**config.mk**
```make
export PLATFORM = sky130hd
export DESIGN_NAME = threshold_fifo_flat
export DESIGN_NICKNAME = d
export VERILOG_FILES = /design/src/rtl/threshold_fifo_if.sv /design/src/rtl/threshold_fifo.sv /design/src/flat_wrapper.sv
export SDC_FILE = /design/constraint.sdc
export NUM_CORES = 1
export LEC_CHECK = 0
export BUFFER_PORTS_ARGS = -buffer_cell sky130_fd_sc_hd__buf_4
export CORE_ASPECT_RATIO = 2
export CORE_MARGIN = 3
export CORE_UTILIZATION = 54
export CTS_BUF_LIST = sky130_fd_sc_hd__clkbuf_8
export DETAILED_ROUTE_END_ITERATION = 6
export GPL_TIMING_DRIVEN = 0
export PLACE_DENSITY = 0.87
export SYNTH_ARGS = -nofsm -noshare
export SYNTH_HDL_FRONTEND = slang
export SYNTH_SLANG_ARGS = --single-unit
```
**constraint.sdc**
```tcl
create_clock -name clk -period 2.5 [get_ports clk]
set_clock_uncertainty 0.05 [all_clocks]
set_input_delay 0.5 -clock clk [delete_from_list [all_inputs] [get_ports clk]]
set_output_delay 0.5 -clock clk [all_outputs]
set_load 0.01 [all_outputs]
```
**src/rtl/threshold_fifo_if.sv**
```systemverilog
// rtl/threshold_fifo_if.sv - push/pop, threshold and status bundle for one lane FIFO
interface threshold_fifo_if #(
  parameter int DATA_W = 6,
  parameter int ADDR_W = 3
);
  logic              push;
  logic [DATA_W-1:0] data_in;
  logic              pop;
  logic [ADDR_W-1:0] sup_threshold;
  logic [ADDR_W-1:0] inf_threshold;
  logic [DATA_W-1:0] data_out;
  logic              valid_out;
  logic [ADDR_W:0]   count;
  logic              full;
  logic              empty;
  logic              almost_full;
  logic              almost_empty;
  logic              error;

  modport master (
    output push, data_in, pop, sup_threshold, inf_threshold,
    input  data_out, valid_out, count, full, empty, almost_full, almost_empty, error
  );

  modport slave (
    input  push, data_in, pop, sup_threshold, inf_threshold,
    output data_out, valid_out, count, full, empty, almost_full, almost_empty, error
  );
endinterface

```
**src/rtl/threshold_fifo.sv**
```systemverilog
// rtl/threshold_fifo.sv - lane FIFO with programmable almost-full/almost-empty flags
module threshold_fifo #(
  parameter int DATA_W = 6,
  parameter int ADDR_W = 3
) (
  input logic           clk,
  input logic           reset,
  threshold_fifo_if.slave bus
);
  localparam int DEPTH = 2 ** ADDR_W;
  localparam logic [ADDR_W:0]   DEPTH_C = {1'b1, {ADDR_W{1'b0}}};
  localparam logic [ADDR_W:0]   CNT_ONE = {{ADDR_W{1'b0}}, 1'b1};
  localparam logic [ADDR_W-1:0] PTR_ONE = {{(ADDR_W-1){1'b0}}, 1'b1};

  logic [DATA_W-1:0] mem [DEPTH];
  logic [ADDR_W-1:0] wr_ptr;
  logic [ADDR_W-1:0] rd_ptr;
  logic [ADDR_W:0]   count_q;
  logic [DATA_W-1:0] data_q;
  logic              valid_q;
  logic              error_q;

  logic full;
  logic empty;
  logic wr_en;
  logic rd_en;
  logic overflow;
  logic underflow;

  // Count is the single source of occupancy; pointers alone never decide full/empty.
  assign full      = (count_q == DEPTH_C);
  assign empty     = (count_q == '0);
  assign wr_en     = bus.push & (~full | bus.pop);
  assign rd_en     = bus.pop & ~empty;
  assign overflow  = bus.push & full & ~bus.pop;
  assign underflow = bus.pop & empty;

  assign bus.count        = count_q;
  assign bus.full         = full;
  assign bus.empty        = empty;
  assign bus.almost_full  = ((DEPTH_C - count_q) <= {1'b0, bus.sup_threshold});
  assign bus.almost_empty = (count_q <= {1'b0, bus.inf_threshold});
  assign bus.data_out     = data_q;
  assign bus.valid_out    = valid_q;
  assign bus.error        = error_q;

  always_ff @(posedge clk) begin
    if (!reset && wr_en) begin
      mem[wr_ptr] <= bus.data_in;
    end
  end

  always_ff @(posedge clk) begin
    if (reset) begin
      wr_ptr  <= '0;
      rd_ptr  <= '0;
      count_q <= '0;
      data_q  <= '0;
      valid_q <= 1'b0;
      error_q <= 1'b0;
    end else begin
      if (wr_en) begin
        wr_ptr <= wr_ptr + PTR_ONE;
      end
      // On a full push+pop the read sees the old word before the write refills that slot.
      if (rd_en) begin
        data_q <= mem[rd_ptr];
        rd_ptr <= rd_ptr + PTR_ONE;
      end
      valid_q <= rd_en;
      case ({wr_en, rd_en})
        2'b10:   count_q <= count_q + CNT_ONE;
        2'b01:   count_q <= count_q - CNT_ONE;
        default: count_q <= count_q;
      endcase
      if (overflow || underflow) begin
        error_q <= 1'b1;
      end
    end
  end
endmodule

```
**src/flat_wrapper.sv**
```systemverilog
// flat-port wrapper written by rule: the top's interface ports become plain ports
module threshold_fifo_flat 
#(
  parameter int DATA_W = 6,
  parameter int ADDR_W = 3
)
  (clk, reset, bus_push, bus_data_in, bus_pop, bus_sup_threshold, bus_inf_threshold, bus_data_out, bus_valid_out, bus_count, bus_full, bus_empty, bus_almost_full, bus_almost_empty, bus_error);
  threshold_fifo_if #(.DATA_W(DATA_W), .ADDR_W(ADDR_W)) bus_i ();
  input logic clk;
  input logic reset;
  input wire logic [$bits(bus_i.push)-1:0] bus_push;
  input wire logic [$bits(bus_i.data_in)-1:0] bus_data_in;
  input wire logic [$bits(bus_i.pop)-1:0] bus_pop;
  input wire logic [$bits(bus_i.sup_threshold)-1:0] bus_sup_threshold;
  input wire logic [$bits(bus_i.inf_threshold)-1:0] bus_inf_threshold;
  output wire logic [$bits(bus_i.data_out)-1:0] bus_data_out;
  output wire logic [$bits(bus_i.valid_out)-1:0] bus_valid_out;
  output wire logic [$bits(bus_i.count)-1:0] bus_count;
  output wire logic [$bits(bus_i.full)-1:0] bus_full;
  output wire logic [$bits(bus_i.empty)-1:0] bus_empty;
  output wire logic [$bits(bus_i.almost_full)-1:0] bus_almost_full;
  output wire logic [$bits(bus_i.almost_empty)-1:0] bus_almost_empty;
  output wire logic [$bits(bus_i.error)-1:0] bus_error;
  assign bus_i.push = bus_push;
  assign bus_i.data_in = bus_data_in;
  assign bus_i.pop = bus_pop;
  assign bus_i.sup_threshold = bus_sup_threshold;
  assign bus_i.inf_threshold = bus_inf_threshold;
  assign bus_data_out = bus_i.data_out;
  assign bus_valid_out = bus_i.valid_out;
  assign bus_count = bus_i.count;
  assign bus_full = bus_i.full;
  assign bus_empty = bus_i.empty;
  assign bus_almost_full = bus_i.almost_full;
  assign bus_almost_empty = bus_i.almost_empty;
  assign bus_error = bus_i.error;
  threshold_fifo #(.DATA_W(DATA_W), .ADDR_W(ADDR_W)) u_core (.clk(clk), .reset(reset), .bus(bus_i));
endmodule
```
# Word-level counts from Yosys, hierarchy flattened
# Memory sizes are Yosys's and may differ from the RTL's. A register that Yosys moved wholly into a read port is not among the register bits.
# Cells that the tools add are included.
[op_classes]
addsub = 5
magnitude_cmp = 2
eq_ne = 3
muxes = 3
bitwise = 9
reduce_logical = 5
[op_table]
columns = ["cell", "count"]
rows = [
  ["less-or-equal comparator 4 x 3 -> 1 bit", 2],
  ["one-hot mux 4 bit (2 select lines)", 1],
  ["adder 3 x 1 -> 3 bit, second input constant", 2],
  ["AND 1 bit", 5],
  ["adder 4 x 1 -> 4 bit, second input constant", 1],
  ["equality test 4 bit, second input constant", 1],
  ["zero test 4 bit", 1],
  ["subtractor 4 x 1 -> 4 bit, second input constant", 1],
  ["subtractor 4 bit, first input constant", 1],
  ["inverter 1 bit", 3],
  ["equality test 2 x 1 -> 1 bit, second input constant", 1],
  ["equality test 2 bit, second input constant", 1],
  ["two-way mux 1 bit", 2],
  ["nonzero test 2 bit", 1],
  ["logical AND 1 bit", 1],
  ["zero test 1 bit", 1],
  ["logical OR 1 bit", 1],
  ["bitwise OR 1 bit", 1],
]
[word_totals]
reg_bits = 12
ramBits = 48
in_bits = 16
wordCells = 33
mem_count = 1
[mem_list]
columns = ["name", "words", "width", "read_ports", "rd_clocked_by_memory_dff", "wr", "line", "rtl"]
rows = [
  ["u_core.mem", 8, 6, 1, 1, 1, "threshold_fifo.sv:15", "logic [DATA_W-1:0] mem [DEPTH];"],
]

# Logic depth before layout (Yosys ltp)
# Gate-level depths: netlist (run 1).
[logic_depth]
word_depth = 7
depth_mapped = 13
depth_no_buf = 12

# Least setup slack after synthesis (run 1)
# No wires, ideal clock.
[synth_path]
path_type = "reg2reg"
startpoint = "reg u_core.count_q[1], in the netlist u_core.bus.count[1]"
endpoint = "reg u_core.count_q[2], in the netlist u_core.bus.count[2]"
setup_time_ns = 0.071
arrival_time_ns = 2.486
required_time_ns = 2.379
slack_ns = -0.107
path_stages_with_launch = 14
path_buffers = 1
cell_sequence = "dfxtp_1 -> buf_2 -> inv_1 -> ha_1 -> or3b_4 -> nand2_4 -> inv_4 -> ha_1 -> xor2_1 -> ha_1 -> a21oi_1 -> xor2_1 -> or3_1 -> a21oi_1"
[synth_between]
word_cells_on_any_way = 13
cone_classes = "add/sub (2); eq/ne (3); mux (1); bitwise (5); reduce/logical (2)"
[synth_rtl]
columns = ["item", "line", "rtl"]
rows = [
  ["from (decl)", "threshold_fifo.sv:18", "logic [ADDR_W:0] count_q;"],
  ["from (signal assigned)", "threshold_fifo.sv:72", "2'b10: count_q <= count_q + CNT_ONE;"],
  ["from (signal assigned)", "threshold_fifo.sv:73", "2'b01: count_q <= count_q - CNT_ONE;"],
  ["from (signal assigned)", "threshold_fifo.sv:74", "default: count_q <= count_q;"],
  ["zero test 4 bit *", "threshold_fifo.sv:32", "assign empty = (count_q == '0);"],
  ["inverter 1 bit *", "threshold_fifo.sv:34", "assign rd_en = bus.pop & ~empty;"],
  ["AND 1 bit *", "threshold_fifo.sv:34", ""],
  ["net u_core.rd_en", "threshold_fifo.sv:26", "logic rd_en;"],
  ["equality test 2 x 1 -> 1 bit / equality test 2 bit (equally long branches)", "threshold_fifo.sv:71", "case ({wr_en, rd_en})"],
  ["one-hot mux 4 bit (2 select lines) / nonzero test 2 bit (equally long branches)", "n/a", ""],
]
# Mark *: on every way through the listed nets, which the timed path passes. The rest lies on a longest branch.
# A chain may end at the register's enable or synchronous reset.

# Worst setup path after layout (run 1)
[layout_path]
startpoint = "reg u_core.count_q[0], in the netlist u_core.bus.count[0]"
endpoint = "reg u_core.count_q[2], in the netlist u_core.bus.count[2]"
# The elaborated chain is that of the path after synthesis.

==> results of run 1 <==
-- synth_stat cells (4+ instances only) --
library cell	instances	share of area
nand2_1	5	0.0065
nor2b_1	5	0.011
a21oi_1	7	0.012
o21ai_0	4	0.0069
nor2_1	14	0.018
ha_1	13	0.056
a22oi_1	12	0.031
dfxtp_1	18	0.12
mux2i_1	26	0.090
a32o_1	6	0.021
xor2_1	6	0.018
edfxtp_1	48	0.50
nand3_1	4	0.0069
inv_1	8	0.010
-- kinds of logic (layout without fill, tap and decap cells) --
| family | after synthesis | after routing | synth area share |
|---|---|---|---|
| flops | 66 | 66 | 0.621 |
| simple gates | 46 | 46 | 0.0892 |
| compound gates | 35 | 35 | 0.0862 |
| mux | 27 | 27 | 0.0935 |
| buf+inv | 17 | 65 | 0.0302 |
| fa+ha+maj | 13 | 13 | 0.0560 |
| xor+xnor | 8 | 8 | 0.0241 |
-- per-layer routing --
| layer | up-vias | global-route usage |
|---|---|---|
| met5 | - | 0 |
| met1 | 876 | 0.191 |
| met4 | 0 | 0.0978 |
| met3 | 10 | 0.0435 |
| met2 | 76 | 0.362 |
| li1 | 878 | - |
-- sequential cells by signal, summed over array words and instances, names as in the netlist --
register,cells
u_core.bus.count,4
u_core.bus.error,1
u_core.wr_ptr,3
u_core.bus.data_out,6
u_core.mem,48
u_core.bus.valid_out,1
u_core.rd_ptr,3
-- power breakdown --
part / leakage, nW / switching [W] / internal, W
Combinational: 0.621 / 0.000616 / 0.000578
Clock: 0.123 / 0.000391 / 0.000661
Sequential: 0.582 / 0.0000665 / 0.00127
Total: 1.33 / 0.00107 / 0.00251
-- timing repair --
item,CTS,global route
buffers inserted,3,0
gates cloned,0,0
resized for setup,9,2
endpoints found under the setup margin,26,2
pin swaps,1,1
-- final timing paths --
| path | endpoint | slack (ns) |
|---|---|---|
| hold reg to reg | u_core.bus.data_out[2]$_SDFFE_PP0P_ | 0.43 |
| hold / removal | u_core.mem[0][4]$_DFFE_PP_ | 0.34 |
| setup reg to reg | u_core.bus.count[2]$_SDFFE_PP0P_ | 0.05 |
| setup / recovery | u_core.bus.count[2]$_SDFFE_PP0P_ | 0.05 |
-- critical path, delay by kind of cell (launching register included) --
family          cells  cell delay [ns]
fa+ha+maj           3             0.55
simple gates        3             0.81
xor+xnor            2             0.23
buf+inv             2             0.14
compound gates      2             0.25
flops               1             0.36
-- through the flow --
stage,cells,hold WS [ns],utilization
CTS,318,0.332,0.676
global placement,300,0.402,0.621
floorplan,212,0.412,-
global route,318,0.334,0.679
detailed placement,300,0.419,0.621
finish,318,0.343,0.679
-- layout make-up --
cell class	count	area, µm²
multi-input cells	129	1060
clock buffers	9	124
repair buffers	33	248
plain buffers	7	46.3
well taps	58	72.6
inverters	9	38.8
flip-flops and latches	66	1810
fillers	363	1670
clock inverters	7	118
==> out/metrics.csv, run 1 <==
metric,value,unit
TritonCTS clock tree,done,
Leakage Power,1.33,nW
P&R area growth vs syn,21.2,%
first-pass GRT wire length,8580,µm
CP Max Fanout,5,
via count,1840,
YS warnings,0,
drt wl/cell,17.5,µm
max_slew headroom,0.275,
Post-route DRC,0,
Slowest Stage Delay on Critical Path,0.40,ns
minimum clock period,2.45,ns
Worst Setup Start Kind,flop,
worst skew pair latency,0.34,ns
"Top FF cell, synth",edfxtp_1,
grt total ovfl,0,
asr flop ratio synth,0,
critical path data required time,2.72,ns
"wirelength, routed",5570,µm
max_cap viols,0,
CTS Buffer Depth,2,
worst slew pin tran,1.08,ns
Post-DP HPWL,4000,µm
antenna violations before repair,0,
CTS Buf Count,9,
CP endpoint kind,flop,
Placement Rows,37,
"flops & latches, synth",66,
Final period util,0.979,
crit-path cells,inv_4 -> ha_2 -> or3b_4 -> nand2_4 -> inv_4 -> ha_4 -> xor2_1 -> ha_1 -> a21oi_2 -> xor2_1 -> or3_1 -> a21oi_1,
final instance area,3520,µm²
via count of the first global-routing pass,1736,
Pre-antenna DRT Iters,4,
status,"finished, final reports clean",
Avg Synthesized Cell Area,13.7,µm²
setup tns final,0,ns
die area,6340,µm²
Fmax,409,MHz
starting density of the core,0.560,
nets@finish,284,
"worst slack, placed",-0.491,ns
Slew Limit Fails,0,
Die Wd,57.8,µm
Hold/Removal Path Class,in -> reg,
ANT cells,0,
HP Start,bus_data_in[4],
VDD IR max,0.000893,V
I/O Buffers,30,
wire length on met1,1960,µm
met3 wire length,303,µm
GP Congestion,0.772,
WS Path Type,reg -> reg,
Overall Global Routing Usage,0.193,
sequential area share after synthesis,0.621,
post-synth cell types,37,
final hold vios,0,
Worst-path clk slew,0.07,ns
CP arrival,2.66,ns
Via-to-Cell Ratio,5.79,
Worst Setup SP,u_core.bus.count[0]$_SDFFE_PP0P_,
Reg-to-Reg Start,u_core.bus.count[0]$_SDFFE_PP0P_,
WHS Path Cells,1,
Core Area,5180,µm²
CTS Sinks,66,
Synth Cell Area,2900,µm²
CTS Root Cell,clkbuf_8,
overall power consumption,0.00358,W
H-tree levels,3,
area post-placement,3220,µm²
Synth Instances,212,
share of cells above drive strength 1,0.273,
"most common cell after layout, fill and taps aside",edfxtp_1,
routed wl met2,3170,µm
Final ANT Viol Nets,0,
die height,110,µm
slowest CP cell,or3b_4,
uppermost routed layer,met4,
RSZ-0062 raised after global routing,true,
Power Density,1020,nW/µm²
Post-Synthesis Net Count,241,
most frequent cells in the layout,"48 x edfxtp_1, 36 x buf_4, 26 x mux2i_1",
hold_buf cts,0,
Reg2Reg Depth,12,
I/O pin cnt,32,
Worst Slack Setup Final,0.0536,ns
largest net degree at the start of global routing,13,
final setup vio count,0,
Iteration-0 DRC Markers,83,
Post-synth EDFFs,48,
Power figures use the tool's default switching activity.
==> inputs of run 2 (changes only) <==
--- a/config.mk
+++ b/config.mk
@@ -8,11 +8,11 @@
 export BUFFER_PORTS_ARGS = -buffer_cell sky130_fd_sc_hd__buf_4
 export CORE_ASPECT_RATIO = 2
 export CORE_MARGIN = 3
-export CORE_UTILIZATION = 54
+export CORE_UTILIZATION = 30
 export CTS_BUF_LIST = sky130_fd_sc_hd__clkbuf_8
 export DETAILED_ROUTE_END_ITERATION = 6
 export GPL_TIMING_DRIVEN = 0
-export PLACE_DENSITY = 0.87
+export PLACE_DENSITY = 0.58
 export SYNTH_ARGS = -nofsm -noshare
 export SYNTH_HDL_FRONTEND = slang
 export SYNTH_SLANG_ARGS = --single-unit
==> constraint.sdc (replaced) <==
create_clock -name clk -period 2.5 [get_ports clk]
set_clock_uncertainty 0.05 [all_clocks]
set_input_delay 0.625 -clock clk [delete_from_list [all_inputs] [get_ports clk]]
set_output_delay 0.625 -clock clk [all_outputs]
set_load 0.01 [all_outputs]
==> run 2 against run 1 <==
Net effect: utilization fell by 29 points; total power fell by 1.3%; final area rose by 3.3%; count of clock-buffer cells in the layout rose by 1; clock power fell by 18%; sequential power barely moved; final cell count rose by 16%; maximum frequency rose by 0.42%; hold slack improved by 0.076 ns; register-to-register slack barely moved; first-iteration DRC count rose by 19%; largest cell class unchanged.
==> out/metrics.csv, run 2 (synthesized netlist as in run 1, its figures left out) <==
metric,value,unit,change
status,"finished, final reports clean",,unchanged
CP Max Fanout,5,,unchanged
Leakage Power,1.33,nW,about the same
max_slew headroom,0.328,,was 0.275
share of cells above drive strength 1,0.314,,was 0.273
Worst Setup Start Kind,flop,,unchanged
hold_buf cts,0,,unchanged
Iteration-0 DRC Markers,99,,was 83
Post-DP HPWL,4230,µm,was 4000 µm
grt total ovfl,0,,unchanged
first-pass GRT wire length,9160,µm,was 8580 µm
Core Area,9380,µm²,was 5180 µm²
Power Density,973,nW/µm²,was 1020 nW/µm²
final setup vio count,0,,unchanged
routed wl met2,3250,µm,was 3170 µm
Worst Slack Setup Final,0.0637,ns,was 0.0536 ns
Via-to-Cell Ratio,5.00,,was 5.79
WS Path Type,reg -> reg,,unchanged
CTS Buf Count,9,,unchanged
Overall Global Routing Usage,0.120,,was 0.193
max_cap viols,0,,unchanged
starting density of the core,0.309,,was 0.560
Fmax,410,MHz,was 409 MHz
ANT cells,0,,unchanged
TritonCTS clock tree,done,,unchanged
die height,145,µm,was 110 µm
met3 wire length,274,µm,was 303 µm
CTS Sinks,66,,unchanged
Placed Instances,346,,was 300
critical path data required time,2.71,ns,was 2.72 ns
Final ANT Viol Nets,0,,unchanged
Pre-antenna DRT Iters,4,,unchanged
"worst slack, placed",-0.367,ns,was -0.491 ns
drt wl/cell,16.2,µm,was 17.5 µm
VDD IR max,0.000541,V,was 0.000893 V
largest net degree at the start of global routing,12,,was 13
I/O Buffers,30,,unchanged
RSZ-0062 raised after global routing,true,,unchanged
Finished Layout Cells,368,,was 318
most frequent cells in the layout,"48 x edfxtp_1, 41 x buf_4, 26 x mux2i_1",,"was 48 x edfxtp_1, 36 x buf_4, 26 x mux2i_1"
wire length on met1,2110,µm,was 1960 µm
Final period util,0.975,,was 0.979
Largest Register,u_core.mem,,unchanged
"wirelength, routed",5970,µm,was 5570 µm
Largest register FFs,48,,unchanged
Worst-path clk slew,0.07,ns,about the same
CTS Buffer Depth,2,,unchanged
Slew Limit Fails,0,,unchanged
nets@finish,289,,was 284
uppermost routed layer,met4,,unchanged
H-tree levels,3,,unchanged
GP Congestion,0.765,,was 0.772
Hold WS,0.420,ns,was 0.343 ns
P&R area growth vs syn,25.3,%,was 21.2%
CP endpoint kind,flop,,unchanged
via count,1841,,was 1840
overall power consumption,0.00354,W,was 0.00358 W
final hold vios,0,,unchanged
die area,11000,µm²,was 6340 µm²
CTS Root Cell,clkbuf_8,,unchanged
worst skew pair latency,0.34,ns,about the same
Hold/Removal Path Class,reg -> reg,,was in -> reg
antenna violations before repair,0,,unchanged
Die Wd,75.6,µm,was 57.8 µm
via count of the first global-routing pass,1839,,was 1736
CP arrival,2.65,ns,was 2.66 ns
Post-route DRC,0,,unchanged
fin util,0.387,,was 0.679
worst slew pin tran,1.00,ns,was 1.08 ns
I/O pin cnt,32,,unchanged
Placement Rows,50,,was 37
"most common cell after layout, fill and taps aside",edfxtp_1,,unchanged
minimum clock period,2.44,ns,was 2.45 ns
==> run 2: area by class of cell <==
type	instances	area, µm²
clock inverters	5	55.1
multi-input cells	129	1130
repair buffers	38	285
fillers	930	5750
well taps	104	130
inverters	9	46.3
flip-flops and latches	66	1810
clock buffers	10	138
plain buffers	7	46.3
==> run 2: per-layer routing <==
| layer | vias to the layer above | GRT usage |
|---|---|---|
| met4 | 0 | 0.0937 |
| met3 | 20 | 0.0305 |
| met5 | - | 0 |
| met1 | 872 | 0.118 |
| met2 | 56 | 0.199 |
| li1 | 893 | - |
==> run 2: where the power goes <==
| group | internal, W | switching [W] | leakage [nW] |
|---|---|---|---|
| Sequential | 0.00127 | 0.0000706 | 0.582 |
| Combinational | 0.000669 | 0.000672 | 0.651 |
| Clock | 0.000478 | 0.000378 | 0.0941 |
| Total | 0.00242 | 0.00112 | 1.33 |
==> run 2: through the flow <==
step            TNS, ns  cell area [µm²]
3_5_place_dp      -3.59             3280
2_1_floorplan         0             2920
5_1_grt         -0.0172             3640
6_report              0             3640
3_3_place_gp      -3.75             3280
4_1_cts        -0.00106             3540
==> run 2: what timing repair did <==
action	4_1_cts	5_1_grt
gates resized for setup	11	14
setup buffers	4	4
setup endpoints to repair	27	9
pin swaps	5	10
==> run 2: final timing paths <==
| path | from | end | slack, ns | depth (start not counted) |
|---|---|---|---|---|
| max | u_core.bus.count[0]$_SDFFE_PP0P_ | u_core.bus.count[2]$_SDFFE_PP0P_ | 0.06 | 12 |
| min | u_core.bus.data_out[0]$_SDFFE_PP0P_ | u_core.bus.data_out[0]$_SDFFE_PP0P_ | 0.42 | 1 |
| max reg2reg | u_core.bus.count[0]$_SDFFE_PP0P_ | u_core.bus.count[2]$_SDFFE_PP0P_ | 0.06 | 12 |
| min reg2reg | u_core.bus.data_out[0]$_SDFFE_PP0P_ | u_core.bus.data_out[0]$_SDFFE_PP0P_ | 0.42 | 1 |
==> run 2: critical path, stage by stage (launching register included) <==
cell and delay, ns:
dfxtp_4 0.36, inv_6 0.07, ha_4 0.13, or3b_4 0.40, nand2_4 0.10, inv_6 0.06, ha_4 0.17, xor2_1 0.14
ha_2 0.19, a21oi_2 0.03, xor2_1 0.17, or3_1 0.37, a21oi_2 0.13
==> inputs of run 3 (changes only) <==
--- a/config.mk
+++ b/config.mk
@@ -8,11 +8,11 @@
 export BUFFER_PORTS_ARGS = -buffer_cell sky130_fd_sc_hd__buf_4
 export CORE_ASPECT_RATIO = 2
 export CORE_MARGIN = 3
-export CORE_UTILIZATION = 30
+export CORE_UTILIZATION = 54
 export CTS_BUF_LIST = sky130_fd_sc_hd__clkbuf_8
 export DETAILED_ROUTE_END_ITERATION = 6
 export GPL_TIMING_DRIVEN = 0
-export PLACE_DENSITY = 0.58
+export PLACE_DENSITY = 0.87
 export SYNTH_ARGS = -nofsm -noshare
 export SYNTH_HDL_FRONTEND = slang
 export SYNTH_SLANG_ARGS = --single-unit
==> run 3 against run 2 <==
Net effect: maximum frequency is 1.8% lower; count of clock-buffer cells in the layout is 1 lower; clock power is 24% higher; largest cell class unchanged.
==> out/metrics.csv, run 3 (synthesized netlist as in run 1, its figures left out) <==
metric,value,unit,change
fin util,0.696,,was 0.387
grt total ovfl,0,,unchanged
cell depth of the worst setup path,8,,was 12
Fmax,403,MHz,was 410 MHz
CTS Sinks,66,,unchanged
Final ANT Viol Nets,0,,unchanged
crit-path cells,inv_6 -> ha_4 -> ha_4 -> nor2b_4 -> o21ai_1 -> nand2b_1 -> a21oi_2 -> buf_4,,was inv_6 -> ha_4 -> or3b_4 -> nand2_4 -> inv_6 -> ha_4 -> xor2_1 -> ha_2 -> a21oi_2 -> xor2_1 -> or3_1 -> a21oi_2
final hold vios,0,,unchanged
VDD IR max,0.000935,V,was 0.000541 V
Hold/Removal Path Class,reg -> reg,,unchanged
GP Congestion,0.772,,was 0.765
WHS Path Cells,1,,unchanged
Post-route DRC,0,,unchanged
WS Path Type,reg -> out,,was reg -> reg
worst skew pair latency,0.34,ns,about the same
nets@finish,287,,was 289
P&R area growth vs syn,24.3,%,was 25.3%
"most common cell after layout, fill and taps aside",edfxtp_1,,unchanged
Worst-path clk slew,0.07,ns,about the same
Pre-antenna DRT Iters,4,,unchanged
Leakage Power,1.36,nW,was 1.33 nW
status,"finished, final reports clean",,unchanged
Final period util,0.992,,was 0.975
ANT cells,0,,unchanged
Iteration-0 DRC Markers,77,,was 99
Core Area,5180,µm²,was 9380 µm²
TritonCTS clock tree,done,,unchanged
overall power consumption,0.00376,W,was 0.00354 W
CTS Root Cell,clkbuf_8,,unchanged
CP arrival,1.81,ns,was 2.65 ns
Via-to-Cell Ratio,5.78,,was 5.00
max_slew headroom,0.286,,was 0.328
drt wl/cell,18.0,µm,was 16.2 µm
share of cells above drive strength 1,0.304,,was 0.314
I/O Buffers,30,,unchanged
critical path data required time,1.82,ns,was 2.71 ns
Bufs and invs on worst path,2,,unchanged
CTS Buffer Depth,2,,unchanged
minimum clock period,2.48,ns,was 2.44 ns
I/O pin cnt,32,,unchanged
Post-DP HPWL,4000,µm,was 4230 µm
CP top delay family,adder cells,,was simple AND/OR/NAND/NOR gates
Largest register FFs,48,,unchanged
H-tree levels,3,,unchanged
final setup vio count,0,,unchanged
via count,1855,,was 1841
Reg2Reg Depth,12,,unchanged
antenna violations before repair,0,,unchanged
first-pass GRT wire length,8660,µm,was 9160 µm
starting density of the core,0.560,,was 0.309
Slowest Stage Delay on Critical Path,0.38,ns,was 0.40 ns
die height,110,µm,was 145 µm
Overall Global Routing Usage,0.194,,was 0.120
CP Max Fanout,4,,was 5
max_cap viols,0,,unchanged
CP endpoint kind,primary output,,was flop
"most used cell, CP",ha_4,,
via count of the first global-routing pass,1763,,was 1839
slowest CP cell,dfxtp_4,,was or3b_4
Worst Setup Start Kind,flop,,unchanged
Placement Rows,37,,was 50
CTS Buf Count,9,,unchanged
Layout fillers,336,,was 930
largest net degree at the start of global routing,13,,was 12
Power Density,1040,nW/µm²,was 973 nW/µm²
RSZ-0062 raised after global routing,true,,unchanged
Slew Limit Fails,0,,unchanged
Largest Register,u_core.mem,,unchanged
most frequent cells in the layout,"48 x edfxtp_1, 39 x buf_4, 26 x mux2i_1",,"was 48 x edfxtp_1, 41 x buf_4, 26 x mux2i_1"
"wirelength, routed",5770,µm,was 5970 µm
Die Wd,57.8,µm,was 75.6 µm
worst slew pin tran,1.06,ns,was 1.00 ns
die area,6340,µm²,was 11000 µm²
run 3: cell types whose count changed in the layout (fill, tap and decap cells not counted), sizes merged:
cell      change
buf           -2
clkbuf        -1
clkinvlp      -2
bufinv        +2
clkinv        +2
run 3: cell type report:
type | instances | area [µm²] | share of cell area
Buffer | 7 | 46.3 | 0.0128
Clock buffer | 9 | 124 | 0.0343
Clock inverter | 7 | 118 | 0.0326
Inverter | 9 | 43.8 | 0.0121
Multi-Input combinational cell | 129 | 1120 | 0.312
Sequential cell | 66 | 1810 | 0.501
Tap cell | 58 | 72.6 | 0.0201
Timing Repair Buffer | 36 | 270 | 0.0749
run 3: report_power, final:
part           total (W)  leakage [nW]  switching, W  internal, W
logic            0.00136         0.651      0.000678     0.000679
clock network    0.00106         0.123      0.000396     0.000661
registers        0.00134         0.582     0.0000735      0.00127
total            0.00376          1.36       0.00115      0.00261
run 3: worst reg2reg max path, delay by kind of cell (launching register included):
family	cells	cell delay [ns]
simple gates	3	0.82
compound gates	2	0.25
buf+inv	2	0.15
flops	1	0.37
fa+ha+maj	3	0.52
xor+xnor	2	0.23
run 3: path summary, 6_finish.rpt:
| kind | slack, ns | endpoint | from |
|---|---|---|---|
| min | 0.43 | u_core.bus.data_out[2]$_SDFFE_PP0P_ | u_core.bus.data_out[2]$_SDFFE_PP0P_ |
| max reg2reg | 0.05 | u_core.bus.count[2]$_SDFFE_PP0P_ | u_core.bus.count[0]$_SDFFE_PP0P_ |
| min reg2reg | 0.43 | u_core.bus.data_out[2]$_SDFFE_PP0P_ | u_core.bus.data_out[2]$_SDFFE_PP0P_ |
| max | 0.02 | bus_almost_full | u_core.bus.count[0]$_SDFFE_PP0P_ |
run 3: layer usage:
layer,up-vias,routed length (µm),GRT usage
met5,-,0,0
li1,886,-,-
met1,869,2020,0.194
met3,14,343,0.0435
met2,86,3250,0.362
met4,0,156,0.0995
run 3: what timing repair did:
item / CTS / global route
hold endpoints to repair: 0 / 0
cloned: 0 / 0
pin swaps: 4 / 6
endpoints found under the setup margin: 26 / 9
setup buffers: 5 / 1
hold buffers: 0 / 0
resized for setup: 13 / 9
run 3: per-stage QoR:
step,TNS (ns),hold slack (ns),std cells,area (µm²),setup slack [ns]
finish,0,0.427,321,3610,0.0197
global route,-0.0452,0.452,321,3610,-0.0363
CTS,-0.0106,0.434,320,3550,-0.0106
detailed placement,-6.22,0.419,300,3220,-0.491
global placement,-4.87,0.402,300,3220,-0.454
floorplan,0,0.412,212,2920,0.0119
